**config.mk**
```make
export PLATFORM = sky130hd
export DESIGN_NAME = wdog_service_ctrl
export DESIGN_NICKNAME = d
export VERILOG_FILES = /design/src/rtl/wdog_pkg.sv /design/src/rtl/wdog_kick_timer.sv /design/src/rtl/wdog_service_ctrl.sv
export SDC_FILE = /design/constraint.sdc
export NUM_CORES = 1
export LEC_CHECK = 0
export BUFFER_PORTS_ARGS = -buffer_cell sky130_fd_sc_hd__buf_2
export CORE_MARGIN = 8
export CORE_UTILIZATION = 25
export CTS_CLUSTER_DIAMETER = 150
export DETAILED_ROUTE_END_ITERATION = 6
export RECOVER_POWER = 50
export SLEW_MARGIN = 0
export SYNTH_ARGS = -nofsm -noshare
export SYNTH_HDL_FRONTEND = slang
export SYNTH_SLANG_ARGS = --single-unit
```
**constraint.sdc**
```tcl
create_clock -name apb_clk -period 2.59 [get_ports apb_clk]
set_input_delay 0.259 -clock apb_clk [delete_from_list [all_inputs] [get_ports apb_clk]]
set_output_delay 0.259 -clock apb_clk [all_outputs]
set_load 0.05 [all_outputs]
```
**src/rtl/wdog_pkg.sv**
```systemverilog
// rtl/wdog_pkg.sv - watchdog register map, key, op/state enums and write-step helpers
package wdog_pkg;

    localparam logic [11:0] REG_LOAD    = 12'h000;
    localparam logic [11:0] REG_CONTROL = 12'h008;
    localparam logic [11:0] REG_INTCLR  = 12'h00C;
    localparam logic [11:0] REG_LOCK    = 12'hC00;
    localparam logic [31:0] UNLOCK_KEY  = 32'h1ACCE551;

    typedef enum logic {OP_CFG, OP_KICK} op_t;

    typedef enum logic [1:0] {IDLE, SETUP, ACCESS, DONE} state_t;

    // Every sequence ends with the relock write; its step index depends on the op.
    function automatic logic [1:0] last_step(input op_t op);
        return (op == OP_CFG) ? 2'd3 : 2'd2;
    endfunction

    function automatic logic [11:0] step_addr(input op_t op, input logic [1:0] step);
        if (step == 2'd0 || step == last_step(op)) return REG_LOCK;
        if (op == OP_KICK) return REG_INTCLR;
        return (step == 2'd1) ? REG_LOAD : REG_CONTROL;
    endfunction

    function automatic logic [31:0] step_data(input op_t op, input logic [1:0] step,
                                              input logic [31:0] load, input logic [1:0] ctrl);
        if (step == 2'd0) return UNLOCK_KEY;
        if (step == last_step(op)) return 32'h0;
        if (op == OP_KICK) return 32'h1;
        return (step == 2'd1) ? load : {30'b0, ctrl};
    endfunction

endpackage

```
**src/rtl/wdog_kick_timer.sv**
```systemverilog
// rtl/wdog_kick_timer.sv - periodic auto-kick counter raising a sticky pending flag
module wdog_kick_timer #(
    parameter int AUTO_W = 16
) (
    input  logic              clk,
    input  logic              rst,
    input  logic              en,
    input  logic [AUTO_W-1:0] period,
    input  logic              restart,
    input  logic              clr,
    output logic              pend
);

    localparam logic [AUTO_W-1:0] ONE = {{(AUTO_W-1){1'b0}}, 1'b1};

    logic [AUTO_W-1:0] cnt;
    logic              active;
    logic              hit;

    assign active = en && (period != '0);
    // >= rather than == so a period shortened below the running count wraps at once
    assign hit    = active && (cnt >= period - ONE);

    // Counter held at 0 while disabled (covers auto_en falling); set beats clear on pend
    always_ff @(posedge clk) begin
        if (rst) begin
            cnt  <= '0;
            pend <= 1'b0;
        end else begin
            if (!active || restart || hit) begin
                cnt <= '0;
            end else begin
                cnt <= cnt + ONE;
            end
            pend <= hit || (pend && !clr);
        end
    end

endmodule

```
**src/rtl/wdog_service_ctrl.sv**
```systemverilog
// rtl/wdog_service_ctrl.sv - APB master running unlock/write/relock sequences on the watchdog
module wdog_service_ctrl
    import wdog_pkg::*;
#(
    parameter int AUTO_W = 16
) (
    input  logic              apb_clk,
    input  logic              apb_rst,
    input  logic              cfg_req,
    input  logic [31:0]       cfg_load,
    input  logic [1:0]        cfg_ctrl,
    output logic              cfg_ack,
    input  logic              kick_req,
    output logic              kick_ack,
    input  logic              auto_en,
    input  logic [AUTO_W-1:0] auto_period,
    output logic              psel,
    output logic              penable,
    output logic              pwrite,
    output logic [11:0]       paddr,
    output logic [31:0]       pwdata,
    input  logic              pready,
    input  logic              pslverr,
    output logic              busy,
    output logic              err
);

    state_t      state;
    op_t         op;
    logic [1:0]  step;
    logic [1:0]  next_step;
    logic        manual;
    logic [31:0] act_load;
    logic [1:0]  act_ctrl;
    logic [31:0] cap_load;
    logic [1:0]  cap_ctrl;
    logic        cfg_pend;
    logic        kick_pend;
    logic        auto_pend;
    logic        cfg_go;
    logic        kick_go;
    logic        cur_relock;
    logic        seq_end;
    logic        kick_end;

    assign cfg_go     = cfg_req || cfg_pend;
    assign kick_go    = kick_req || kick_pend || auto_pend;
    assign cur_relock = (step == last_step(op));
    assign seq_end    = (state == ACCESS) && pready && cur_relock;
    assign kick_end   = seq_end && (op == OP_KICK);
    // A slave error skips straight to the relock so the watchdog is never left unlocked
    assign next_step  = pslverr ? last_step(op) : step + 2'd1;

    // Request capture: cfg is consumed at grant, kick stays pending until a kick completes
    always_ff @(posedge apb_clk) begin
        if (apb_rst) begin
            cfg_pend  <= 1'b0;
            kick_pend <= 1'b0;
            cap_load  <= '0;
            cap_ctrl  <= '0;
        end else begin
            cfg_pend  <= (state != IDLE) && cfg_go;
            kick_pend <= kick_req || (kick_pend && !kick_end);
            if (cfg_req) begin
                cap_load <= cfg_load;
                cap_ctrl <= cfg_ctrl;
            end
        end
    end

    // Sequencer: arbitration, APB phases and registered bus/ack/status outputs
    always_ff @(posedge apb_clk) begin
        if (apb_rst) begin
            state    <= IDLE;
            op       <= OP_CFG;
            step     <= '0;
            manual   <= 1'b0;
            act_load <= '0;
            act_ctrl <= '0;
            psel     <= 1'b0;
            penable  <= 1'b0;
            pwrite   <= 1'b0;
            paddr    <= '0;
            pwdata   <= '0;
            busy     <= 1'b0;
            err      <= 1'b0;
            cfg_ack  <= 1'b0;
            kick_ack <= 1'b0;
        end else begin
            cfg_ack  <= 1'b0;
            kick_ack <= 1'b0;
            case (state)
                IDLE: begin
                    if (cfg_go || kick_go) begin
                        state   <= SETUP;
                        step    <= '0;
                        psel    <= 1'b1;
                        penable <= 1'b0;
                        pwrite  <= 1'b1;
                        busy    <= 1'b1;
                        paddr   <= REG_LOCK;
                        pwdata  <= UNLOCK_KEY;
                        if (cfg_go) begin
                            op       <= OP_CFG;
                            err      <= 1'b0;
                            act_load <= cfg_req ? cfg_load : cap_load;
                            act_ctrl <= cfg_req ? cfg_ctrl : cap_ctrl;
                        end else begin
                            op     <= OP_KICK;
                            manual <= kick_req || kick_pend;
                        end
                    end
                end
                SETUP: begin
                    penable <= 1'b1;
                    state   <= ACCESS;
                end
                ACCESS: begin
                    if (pready) begin
                        if (pslverr) begin
                            err <= 1'b1;
                        end
                        if (cur_relock) begin
                            state    <= DONE;
                            psel     <= 1'b0;
                            penable  <= 1'b0;
                            pwrite   <= 1'b0;
                            cfg_ack  <= (op == OP_CFG);
                            kick_ack <= (op == OP_KICK) && manual;
                        end else begin
                            state   <= SETUP;
                            penable <= 1'b0;
                            step    <= next_step;
                            paddr   <= step_addr(op, next_step);
                            pwdata  <= step_data(op, next_step, act_load, act_ctrl);
                        end
                    end
                end
                DONE: begin
                    busy  <= 1'b0;
                    state <= IDLE;
                end
                default: state <= IDLE;
            endcase
        end
    end

    wdog_kick_timer #(
        .AUTO_W(AUTO_W)
    ) u_kick_timer (
        .clk     (apb_clk),
        .rst     (apb_rst),
        .en      (auto_en),
        .period  (auto_period),
        .restart (seq_end),
        .clr     (kick_end),
        .pend    (auto_pend)
    );

endmodule

```
==> results of run 1 <==
-- sequential cells by signal, indices dropped and copies added (netlist names) --
name / cells
step: 2
busy: 1
cfg_pend: 1
u_kick_timer.pend: 1
u_kick_timer.cnt: 16
err: 1
manual: 1
op: 1
kick_ack: 1
act_ctrl: 2
act_load: 32
state: 2
paddr: 3
cap_ctrl: 2
cfg_ack: 1
cap_load: 32
pwdata: 32
penable: 1
kick_pend: 1
pwrite: 1
-- metrics by stage --
stage,cells,hold WS [ps],area [sq um]
CTS,1000,98.7,7230
global placement,965,436,6560
detailed placement,965,444,6560
finish,1002,116,7160
floorplan,602,376,5730
global route,1001,117,7160
-- final cells by class --
class | count | area (sq um) | area share [%]
flip-flops and latches | 134 | 2680 | 37.4
diodes | 1 | 2.50 | 0.0349
multi-input cells | 413 | 2770 | 38.6
clock buffers | 20 | 447 | 6.24
well taps | 285 | 357 | 4.98
clock inverters | 12 | 201 | 2.81
repair buffers | 130 | 679 | 9.48
inverters | 7 | 26.3 | 0.367
-- per-layer routing --
metal / routed length, um / vias up / part of all wire [%]
met3: 955 / 16 / 6.7
met5: 37 / - / 0.26
met2: 6640 / 79 / 46
li1: - / 2298 / -
met4: 180 / 6 / 1.3
met1: 6510 / 2037 / 45
-- placed cells by master (no fill, tap or decap), drive strengths merged, types with 5 or more instances in the layout --
| cell | synthesis | layout |
|---|---|---|
| nand4 | 5 | 5 |
| nand2 | 27 | 27 |
| conb | 1 | 8 |
| dfxtp | 134 | 134 |
| nor4 | 5 | 5 |
| nor2 | 117 | 117 |
| a22o | 16 | 16 |
| bufinv | 0 | 5 |
| clkinv | 0 | 5 |
| nand3 | 10 | 10 |
| nand2b | 5 | 5 |
| nor3 | 29 | 29 |
| buf | 28 | 83 |
| mux2i | 35 | 35 |
| inv | 7 | 7 |
| xor2 | 17 | 17 |
| clkbuf | 20 | 67 |
| a21oi | 15 | 15 |
| a211oi | 49 | 49 |
| ha | 19 | 19 |
| xnor2 | 13 | 13 |
-- kinds of logic (layout without fill, tap and decap cells) --
group / count (synthesis) / count (layout) / share of synthesized area (%)
AND/OR/NAND/NOR: 219 / 219 / 18.6
flip-flops: 134 / 134 / 47.3
AO/OA/AOI/OAI: 101 / 101 / 13.8
buffers and inverters: 55 / 169 / 4.98
multiplexers: 36 / 36 / 6.37
XOR/XNOR: 30 / 30 / 4.63
adder cells (fa/ha/maj): 19 / 19 / 4.19
other: 1 / 9 / 0.0661
-- Yosys cell counts, types with 3 or more instances --
cell / number / share of area [%]
a211oi_1: 49 / 6.5
a21oi_1: 15 / 1.3
a22o_1: 16 / 2.5
and4_1: 4 / 0.62
buf_1: 4 / 0.26
buf_2: 7 / 0.62
buf_4: 16 / 2.1
clkbuf_1: 20 / 1.3
dfxtp_1: 134 / 47
ha_1: 19 / 4.2
inv_1: 7 / 0.46
mux2i_1: 35 / 6.2
nand2_1: 27 / 1.8
nand2b_1: 5 / 0.55
nand3_1: 10 / 0.88
nand4_1: 5 / 0.55
nor2_1: 116 / 7.7
nor2b_1: 4 / 0.44
nor3_1: 27 / 2.4
nor4_1: 3 / 0.33
o21ai_0: 3 / 0.26
xnor2_1: 13 / 2.0
xor2_1: 17 / 2.6
-- power breakdown --
part           internal (W)  leakage, nW  switching (W)
combinational      0.000277         1.47       0.000584
sequential          0.00222         1.10      0.0000831
clock               0.00174        0.310       0.000882
-- worst max-delay path: cells and delay by family --
kind / cells / cell delay, ps
fa+ha+maj: 1 / 300
buf+inv: 2 / 290
xor+xnor: 1 / 180
compound gates: 3 / 740
simple gates: 5 / 1040
-- repair_timing --
action                                  in CTS  in global routing
endpoints found under the setup margin       6                 17
hold buffers                                 0                  0
pin swaps                                    1                  3
buffers inserted                             3                  1
resized for setup                            0                  3
-- how the worst max path moves through the flow --
stage / slack (ps) / to / from
floorplan: -130 / u_kick_timer.cnt[10] / auto_period[3]
global placement: -380 / u_kick_timer.cnt[14] / auto_period[3]
detailed placement: -430 / u_kick_timer.cnt[8] / auto_period[3]
CTS: 60 / u_kick_timer.cnt[6] / auto_period[3]
global route: 3 / u_kick_timer.cnt[0] / auto_period[3]
finish: 120 / u_kick_timer.cnt[8] / auto_period[3]
==> flow_metrics.py, run 1 <==
metrics = {
    "run_status": {
        "status": "finished clean",
    },
    "worst_setup_path": {
        "slowest_stage": "or3_4",
        "r2r_slack_ps": 220,
        "critPathMaxFanout": 7,
        "crit_type": "primary input to flop",
        "arrival_ps": 2810,
        "r2r_end": "pwdata[21]",
        "reg2reg_from": "state[1]",
        "critPathMostFrequentCell": "a21o_1",
        "crit_chain": "buf_2 > or3_4 > nor4b_4 > nand2_2 > xor2_1 > ha_1 > a21o_1 > a21o_1 > a2111oi_4 > nand4b_4 > buf_4 > nor2_1",
        "cp.required_ps": 2930,
        "critPathMaxStageDelay_ps": 400,
        "r2r_cells": 5,
        "end_kind": "flop",
        "startpoint_type": "primary input",
    },
    "clocking": {
        "cts_tree": "done",
        "clock_latency_ps": 410,
        "cts_buffers": 17,
        "cts_htree_levels": 4,
        "cts_sinks": 134,
        "cts_root_buf": "clkbuf_16",
        "cts_buffer_depth": 2,
        "path_clk_slew_ps": 60,
    },
    "synthesis": {
        "ys_seq_area_share_pct": 47.3,
        "syn_area_sq_um": 5670,
        "synth_cell_types": 54,
        "ys_ff_latch": 134,
        "synth_edf_count": 0,
        "ys.flop_type": "dfxtp_1",
        "synth_warnings": 0,
        "syn_area_per_cell_sq_um": 9.53,
        "syn_inst": 595,
        "async_flop_share_pct": 0,
    },
    "min_path": {
        "hp-start": "cfg_load[17]",
        "hp-class": "primary input to flop",
        "min_path_cells": 3,
        "min_to": "cap_load[17]",
    },
    "global_routing": {
        "antenna_found_initial": 3,
        "grt_pass1_wl_um": 23400,
        "grt_pass1_vias": 4497,
        "use_met3_pct": 4.66,
        "met1_usage_pct": 12.0,
        "grt_max_degree": 100,
        "grt_usage_pct": 10.4,
        "gr-usage-met2_pct": 16.9,
        "grt-busiest-layer": "met2",
        "gr-total-overflow": 0,
    },
    "drt": {
        "vias": 4436,
        "wire_per_inst_um": 14.3,
        "drtIter0Drc": 156,
        "remaining_drc_errors": 0,
        "first_pass_iters": 4,
        "vias_per_cell": 4.43,
        "ant_nets": 0,
        "drt-total-wl_um": 14300,
    },
    "power_and_ir_drop": {
        "max-vdd-ir-drop_uv": 442,
        "p_total_w": 0.00578,
        "powerDensity_nw_per_um2": 807,
        "p_leak_nw": 2.88,
    },
    "die": {
        "start_util_pct": 25.3,
        "die_h_um": 167,
        "ios": 108,
        "dieArea_sq_um": 27800,
        "rows": 55,
        "core-area_sq_um": 22400,
        "die_w_um": 167,
    },
    "timing": {
        "finalSetupViolCount": 0,
        "finalHoldViolCount": 0,
        "rsz0062_at_grt": "false",
        "fin_crit_sh_pct": 95.2,
        "finalSetupTns_ps": 0,
        "worst_pin_slew_ps": 1370,
        "fin_ws_ps": 124,
        "maxSlewViolCount": 0,
        "period_needed_ps": 2470,
        "relSlewSlack_pct": 8.97,
        "finalClockSkew_ps": 8.96,
        "fmax_mhz": 405,
    },
    "final_layout": {
        "fill_cells": 2367,
        "area_growth_pct": 26.3,
        "final_util_pct": 31.9,
        "layout.nets": 779,
        "layout-drive-gt1-share_pct": 18.4,
    },
    "place": {
        "pre_cts_ws_ps": -429,
        "gp_congestion": 0.767,
        "dp_hpwl_um": 10100,
        "numPortBuffers": 99,
    },
    "job": {
        "max_cap_violations": 0,
    },
}
Note: power is estimated with default switching activity, not from simulation.
==> inputs of run 2 (changes only) <==
--- a/config.mk
+++ b/config.mk
@@ -5,11 +5,11 @@
 export SDC_FILE = /design/constraint.sdc
 export NUM_CORES = 1
 export LEC_CHECK = 0
-export BUFFER_PORTS_ARGS = -buffer_cell sky130_fd_sc_hd__buf_2
 export CORE_MARGIN = 8
 export CORE_UTILIZATION = 25
 export CTS_CLUSTER_DIAMETER = 150
 export DETAILED_ROUTE_END_ITERATION = 6
+export DONT_BUFFER_PORTS = 1
 export RECOVER_POWER = 50
 export SLEW_MARGIN = 0
 export SYNTH_ARGS = -nofsm -noshare
==> run 2 against run 1 <==
Die area did not move. Worst setup slack improved by 34 ps. Worst hold slack got worse by 87 ps. Sequential share of layout area rose by 2.5 points. Combinational power fell by 32%. Global-route usage barely moved. Largest cell class unchanged.
==> flow_metrics.py, run 2 (same netlist as run 1, synthesis figures left out) <==
metrics = {
    "worst_setup_path": {
        "crit_start": "auto_period[3]",
        "crit_type": "primary input to flop",
        "arrival_ps": 2780,
        "critPathMaxStageDelay_ps": 390,
        "startpoint_type": "primary input",
        "end_kind": "flop",
        "critPathMostFrequentCell": "a21o_1",
        "critPathTopFamily": "simple AND/OR/NAND/NOR gates",
        "cp.required_ps": 2940,
        "reg2reg_from": "state[1]",
        "r2r_cells": 5,
        "r2r_end": "pwdata[31]",
        "critPathMaxFanout": 16,
        "path_buf_inv": 1,
        "r2r_slack_ps": 280,
        "crit_chain": "or3_4 > nor4b_4 > nand2_1 > xor2_1 > ha_1 > a21o_1 > a21o_1 > a2111oi_4 > nand4b_4 > buf_12 > nor2_1",
        "slowest_stage": "or3_4",
    },
    "clocking": {
        "cts_sinks": 134,
        "clock_latency_ps": 410,
        "cts_buffer_depth": 2,
        "cts_htree_levels": 4,
        "path_clk_slew_ps": 50,
        "cts_buffers": 17,
        "cts_tree": "done",
        "cts_root_buf": "clkbuf_16",
    },
    "die": {
        "ios": 108,
        "dieArea_sq_um": 27800,
        "die_w_um": 167,
        "core-area_sq_um": 22400,
        "die_h_um": 167,
        "rows": 55,
        "start_util_pct": 25.3,
    },
    "drt": {
        "ant_nets": 0,
        "remaining_drc_errors": 0,
        "vias_per_cell": 4.56,
        "drt-total-wl_um": 14100,
        "drtIter0Drc": 191,
        "vias": 4096,
        "first_pass_iters": 4,
        "wire_per_inst_um": 15.6,
    },
    "final_layout": {
        "multi_input_area_sq_um": 2760,
        "fill_cells": 2355,
        "area_growth_pct": 18.4,
        "finalNonFillerCells": 899,
        "final_common_cell": "dfxtp_1",
        "top_regs": "act_load x32, cap_load x32, pwdata x32",
        "layout-drive-gt1-share_pct": 9.45,
        "regArea_sq_um": 2680,
        "layout_common_cells": "dfxtp_1, nor2_1, a211oi_1",
        "n_antenna_cell": 0,
        "layout.nets": 679,
    },
    "place": {
        "dp_hpwl_um": 9770,
        "post-place-cells": 855,
        "gp_congestion": 0.772,
        "numPortBuffers": 0,
    },
    "global_routing": {
        "gr-usage-met2_pct": 15.8,
        "gr-total-overflow": 0,
        "grt_pass1_vias": 4013,
        "met1_usage_pct": 11.8,
        "use_met3_pct": 5.72,
        "grt_pass1_wl_um": 22600,
        "grt_max_degree": 100,
        "grt_usage_pct": 10.4,
        "antenna_found_initial": 1,
        "grt-busiest-layer": "met2",
    },
    "power_and_ir_drop": {
        "max-vdd-ir-drop_uv": 443,
        "p_total_w": 0.00560,
        "powerDensity_nw_per_um2": 834,
        "p_leak_nw": 2.59,
    },
    "timing": {
        "finalHoldViolCount": 0,
        "finalSetupViolCount": 0,
        "fmax_mhz": 411,
        "finalClockSkew_ps": 7.97,
        "hold_slack_ps": 28.7,
        "finalSetupTns_ps": 0,
        "fin_crit_sh_pct": 93.9,
        "period_needed_ps": 2430,
        "maxSlewViolCount": 0,
        "relSlewSlack_pct": 9.06,
        "worst_pin_slew_ps": 1360,
        "rsz0062_at_grt": "false",
    },
    "min_path": {
        "hp-start": "cfg_load[14]",
        "min_path_cells": 2,
        "min_to": "cap_load[14]",
        "hp-class": "primary input to flop",
    },
    "job": {
        "max_cap_violations": 0,
    },
    "run_status": {
        "status": "finished clean",
    },
}
==> run 2: worst max-delay path by stage <==
stage          cells after the start  slack, ps                   end
2_1_floorplan                     11       -130  u_kick_timer.cnt[10]
3_3_place_gp                      10       -270   u_kick_timer.cnt[3]
3_5_place_dp                      10       -320  u_kick_timer.cnt[14]
4_1_cts                           10        110  u_kick_timer.cnt[14]
5_1_grt                           11          7   u_kick_timer.cnt[8]
6_report                          11        160  u_kick_timer.cnt[14]
==> run 2: report_power, final <==
part           total, W  switching [W]  internal, W  leakage (nW)
sequential      0.00248       0.000258      0.00222          1.10
combinational  0.000588       0.000354     0.000234          1.19
clock           0.00254       0.000886      0.00165         0.292
total           0.00560        0.00150      0.00410          2.59
==> run 2: layout make-up <==
type,count,share of cell area (%)
repair buffers,30,4.14
inverters,7,0.391
flip-flops and latches,134,39.9
clock inverters,8,2.22
multi-input cells,413,41.1
well taps,285,5.31
clock buffers,22,6.91
==> run 2: timing repair <==
action                                  CTS  global route
hold buffers                             13             0
endpoints found under the setup margin    0            16
hold endpoints to repair                 99             0
buffers inserted                          0             1
resized for setup                         0             1
==> run 2: worst reg2reg max path, cell delays in order (launching register included) <==
cell and delay [ps]:
dfxtp_1 430, nor4_1 780, a221oi_4 150, and2_4 270, nor2_4 400, a22o_1 230
==> run 2: per-layer routing <==
metal / vias up / share of wire [%]
met5: - / 0.092
met4: 2 / 1.8
met3: 19 / 9.5
met2: 93 / 46
met1: 1898 / 43
li1: 2084 / -
==> run 2: metrics by stage <==
step | util, % | setup slack, ps | instance area (sq um)
after floorplan | - | -126 | 5730
after global placement | 26.6 | -271 | 5970
after detailed placement | 26.6 | -324 | 5970
after CTS | 30.0 | 115 | 6730
after global routing | 29.9 | 6.95 | 6720
final | 29.9 | 158 | 6720
==> inputs of run 3 (changes only) <==
--- a/config.mk
+++ b/config.mk
@@ -10,7 +10,9 @@
 export CTS_CLUSTER_DIAMETER = 150
 export DETAILED_ROUTE_END_ITERATION = 6
 export DONT_BUFFER_PORTS = 1
+export MAX_ROUTING_LAYER = met4
 export RECOVER_POWER = 50
+export SETUP_SLACK_MARGIN = 0.2
 export SLEW_MARGIN = 0
 export SYNTH_ARGS = -nofsm -noshare
 export SYNTH_HDL_FRONTEND = slang
==> run 3 against run 2 <==
Non-clock buffer count decreased by 3. Sequential share of layout area rose by 0.16 points. Worst hold slack got worse by 8.0 ps. Count of clock-buffer cells in the layout decreased by 4. Wire length up 0.22%. First-iteration DRC count decreased by 14%. Via count fell by 0.71%. Clock power decreased by 6%. Sequential power about the same.
==> flow_metrics.py, run 3 (same netlist as run 1, synthesis figures left out) <==
metrics = {
    "timing": {
        "finalClockSkew_ps": 6.89,
        "fin_crit_sh_pct": 90.1,
        "fmax_mhz": 429,
        "finalSetupTns_ps": 0,
        "finalSetupViolCount": 0,
        "finalHoldViolCount": 0,
        "fin_ws_ps": 258,
        "relSlewSlack_pct": 18.2,
        "rsz0062_at_grt": "true",
        "maxSlewViolCount": 0,
        "period_needed_ps": 2330,
        "worst_pin_slew_ps": 1230,
    },
    "clocking": {
        "cts_htree_levels": 4,
        "cts_buffers": 17,
        "cts_tree": "done",
        "cts_root_buf": "clkbuf_16",
        "cts_buffer_depth": 2,
        "path_clk_slew_ps": 60,
        "cts_sinks": 134,
        "clock_latency_ps": 420,
    },
    "place": {
        "gp_congestion": 0.792,
        "place_area_sq_um": 5950,
        "post-place-cells": 854,
        "dp_hpwl_um": 9580,
        "numPortBuffers": 0,
        "pre_cts_ws_ps": -316,
    },
    "global_routing": {
        "grt_pass1_wl_um": 22400,
        "grt_usage_pct": 10.6,
        "grt_max_degree": 100,
        "gr-total-overflow": 0,
        "grt_pass1_vias": 3964,
        "antenna_found_initial": 1,
    },
    "drt": {
        "drtIter0Drc": 165,
        "drt-total-wl_um": 14100,
        "wire_per_inst_um": 15.7,
        "first_pass_iters": 4,
        "vias_per_cell": 4.52,
        "remaining_drc_errors": 0,
        "ant_nets": 0,
        "vias": 4067,
    },
    "die": {
        "start_util_pct": 25.3,
        "rows": 55,
        "dieArea_sq_um": 27800,
        "core-area_sq_um": 22400,
        "die_h_um": 167,
        "die_w_um": 167,
        "ios": 108,
    },
    "final_layout": {
        "top_regs": "act_load x32, cap_load x32, pwdata x32",
        "layout.nets": 676,
        "layout_common_cells": "dfxtp_1, nor2_1, a211oi_1",
        "area_growth_pct": 17.9,
        "finalNonFillerCells": 899,
        "layout-drive-gt1-share_pct": 10.8,
        "final_cell_area_sq_um": 6690,
        "final_common_cell": "dfxtp_1",
        "fill_cells": 2349,
    },
    "power_and_ir_drop": {
        "powerDensity_nw_per_um2": 813,
        "p_total_w": 0.00544,
        "max-vdd-ir-drop_uv": 490,
        "p_leak_nw": 2.55,
    },
    "worst_setup_path": {
        "startpoint_type": "primary input",
        "crit_type": "primary input to flop",
        "crit_chain": "or3_4 > nor4b_4 > nand2_2 > xor2_1 > ha_1 > a21o_1 > a21o_1 > a2111oi_4 > nand4b_4 > buf_12 > nor2_1",
        "end_kind": "flop",
        "arrival_ps": 2690,
        "cp.required_ps": 2950,
        "slowest_stage": "or3_4",
        "critPathMaxStageDelay_ps": 380,
        "critPathMaxFanout": 13,
        "critPathMostFrequentCell": "a21o_1",
    },
    "run_status": {
        "status": "finished clean",
    },
    "job": {
        "max_cap_violations": 0,
    },
    "min_path": {
        "hp-class": "primary input to flop",
    },
}
## run 3: final timing paths
kind | depth (start not counted) | to | startpoint | slack, ps
worst max register to register | 7 | paddr[3] | state[1] | 440
worst min-delay path | 2 | cap_load[26] | cfg_load[26] | 20
worst max-delay path | 11 | u_kick_timer.cnt[8] | auto_period[3] | 260
worst min register to register | 2 | manual | manual | 460
## run 3: metrics by stage
stage          hold slack (ps)  util [%]
2_1_floorplan              376         -
3_3_place_gp               374      26.5
3_5_place_dp               374      26.5
4_1_cts                  0.918      29.7
5_1_grt                   13.6      29.8
6_report                  20.7      29.8
## run 3: repair_timing
item,in CTS,in global routing
hold buffers,9,0
setup endpoints to repair,16,17
pin swaps,3,0
endpoints found under the hold margin,99,0
gates resized for setup,0,6
cloned,0,0
buffers inserted,2,1
## run 3: area by class of cell
cell class / instances / area [sq um] / share of cell area [%]
well taps: 285 / 357 / 5.33
clock buffers: 18 / 429 / 6.42
multi-input cells: 413 / 2800 / 41.9
repair buffers: 27 / 240 / 3.59
clock inverters: 14 / 151 / 2.26
inverters: 7 / 26.3 / 0.393
diodes: 1 / 2.50 / 0.0374
flip-flops and latches: 134 / 2680 / 40.1
## run 3: power breakdown
part,switching [W],total [W],internal [W]
clock,0.000955,0.00238,0.00142
combinational,0.000380,0.000609,0.000229
sequential,0.000236,0.00245,0.00222
## run 3: layer usage
layer | GRT usage [%] | up-vias | share of wire, %
met5 | - | - | 0
met3 | 5.20 | 15 | 9.0
li1 | - | 2092 | -
met2 | 16.1 | 85 | 45
met4 | 3.76 | 0 | 1.2
met1 | 11.8 | 1875 | 45
## run 3: critical path: cells and delay by family
family,cells,cell delay [ps]
buffers and inverters,1,180
XOR/XNOR,1,170
AND/OR/NAND/NOR,5,1040
adder cells (fa/ha/maj),1,300
AO/OA/AOI/OAI,3,730
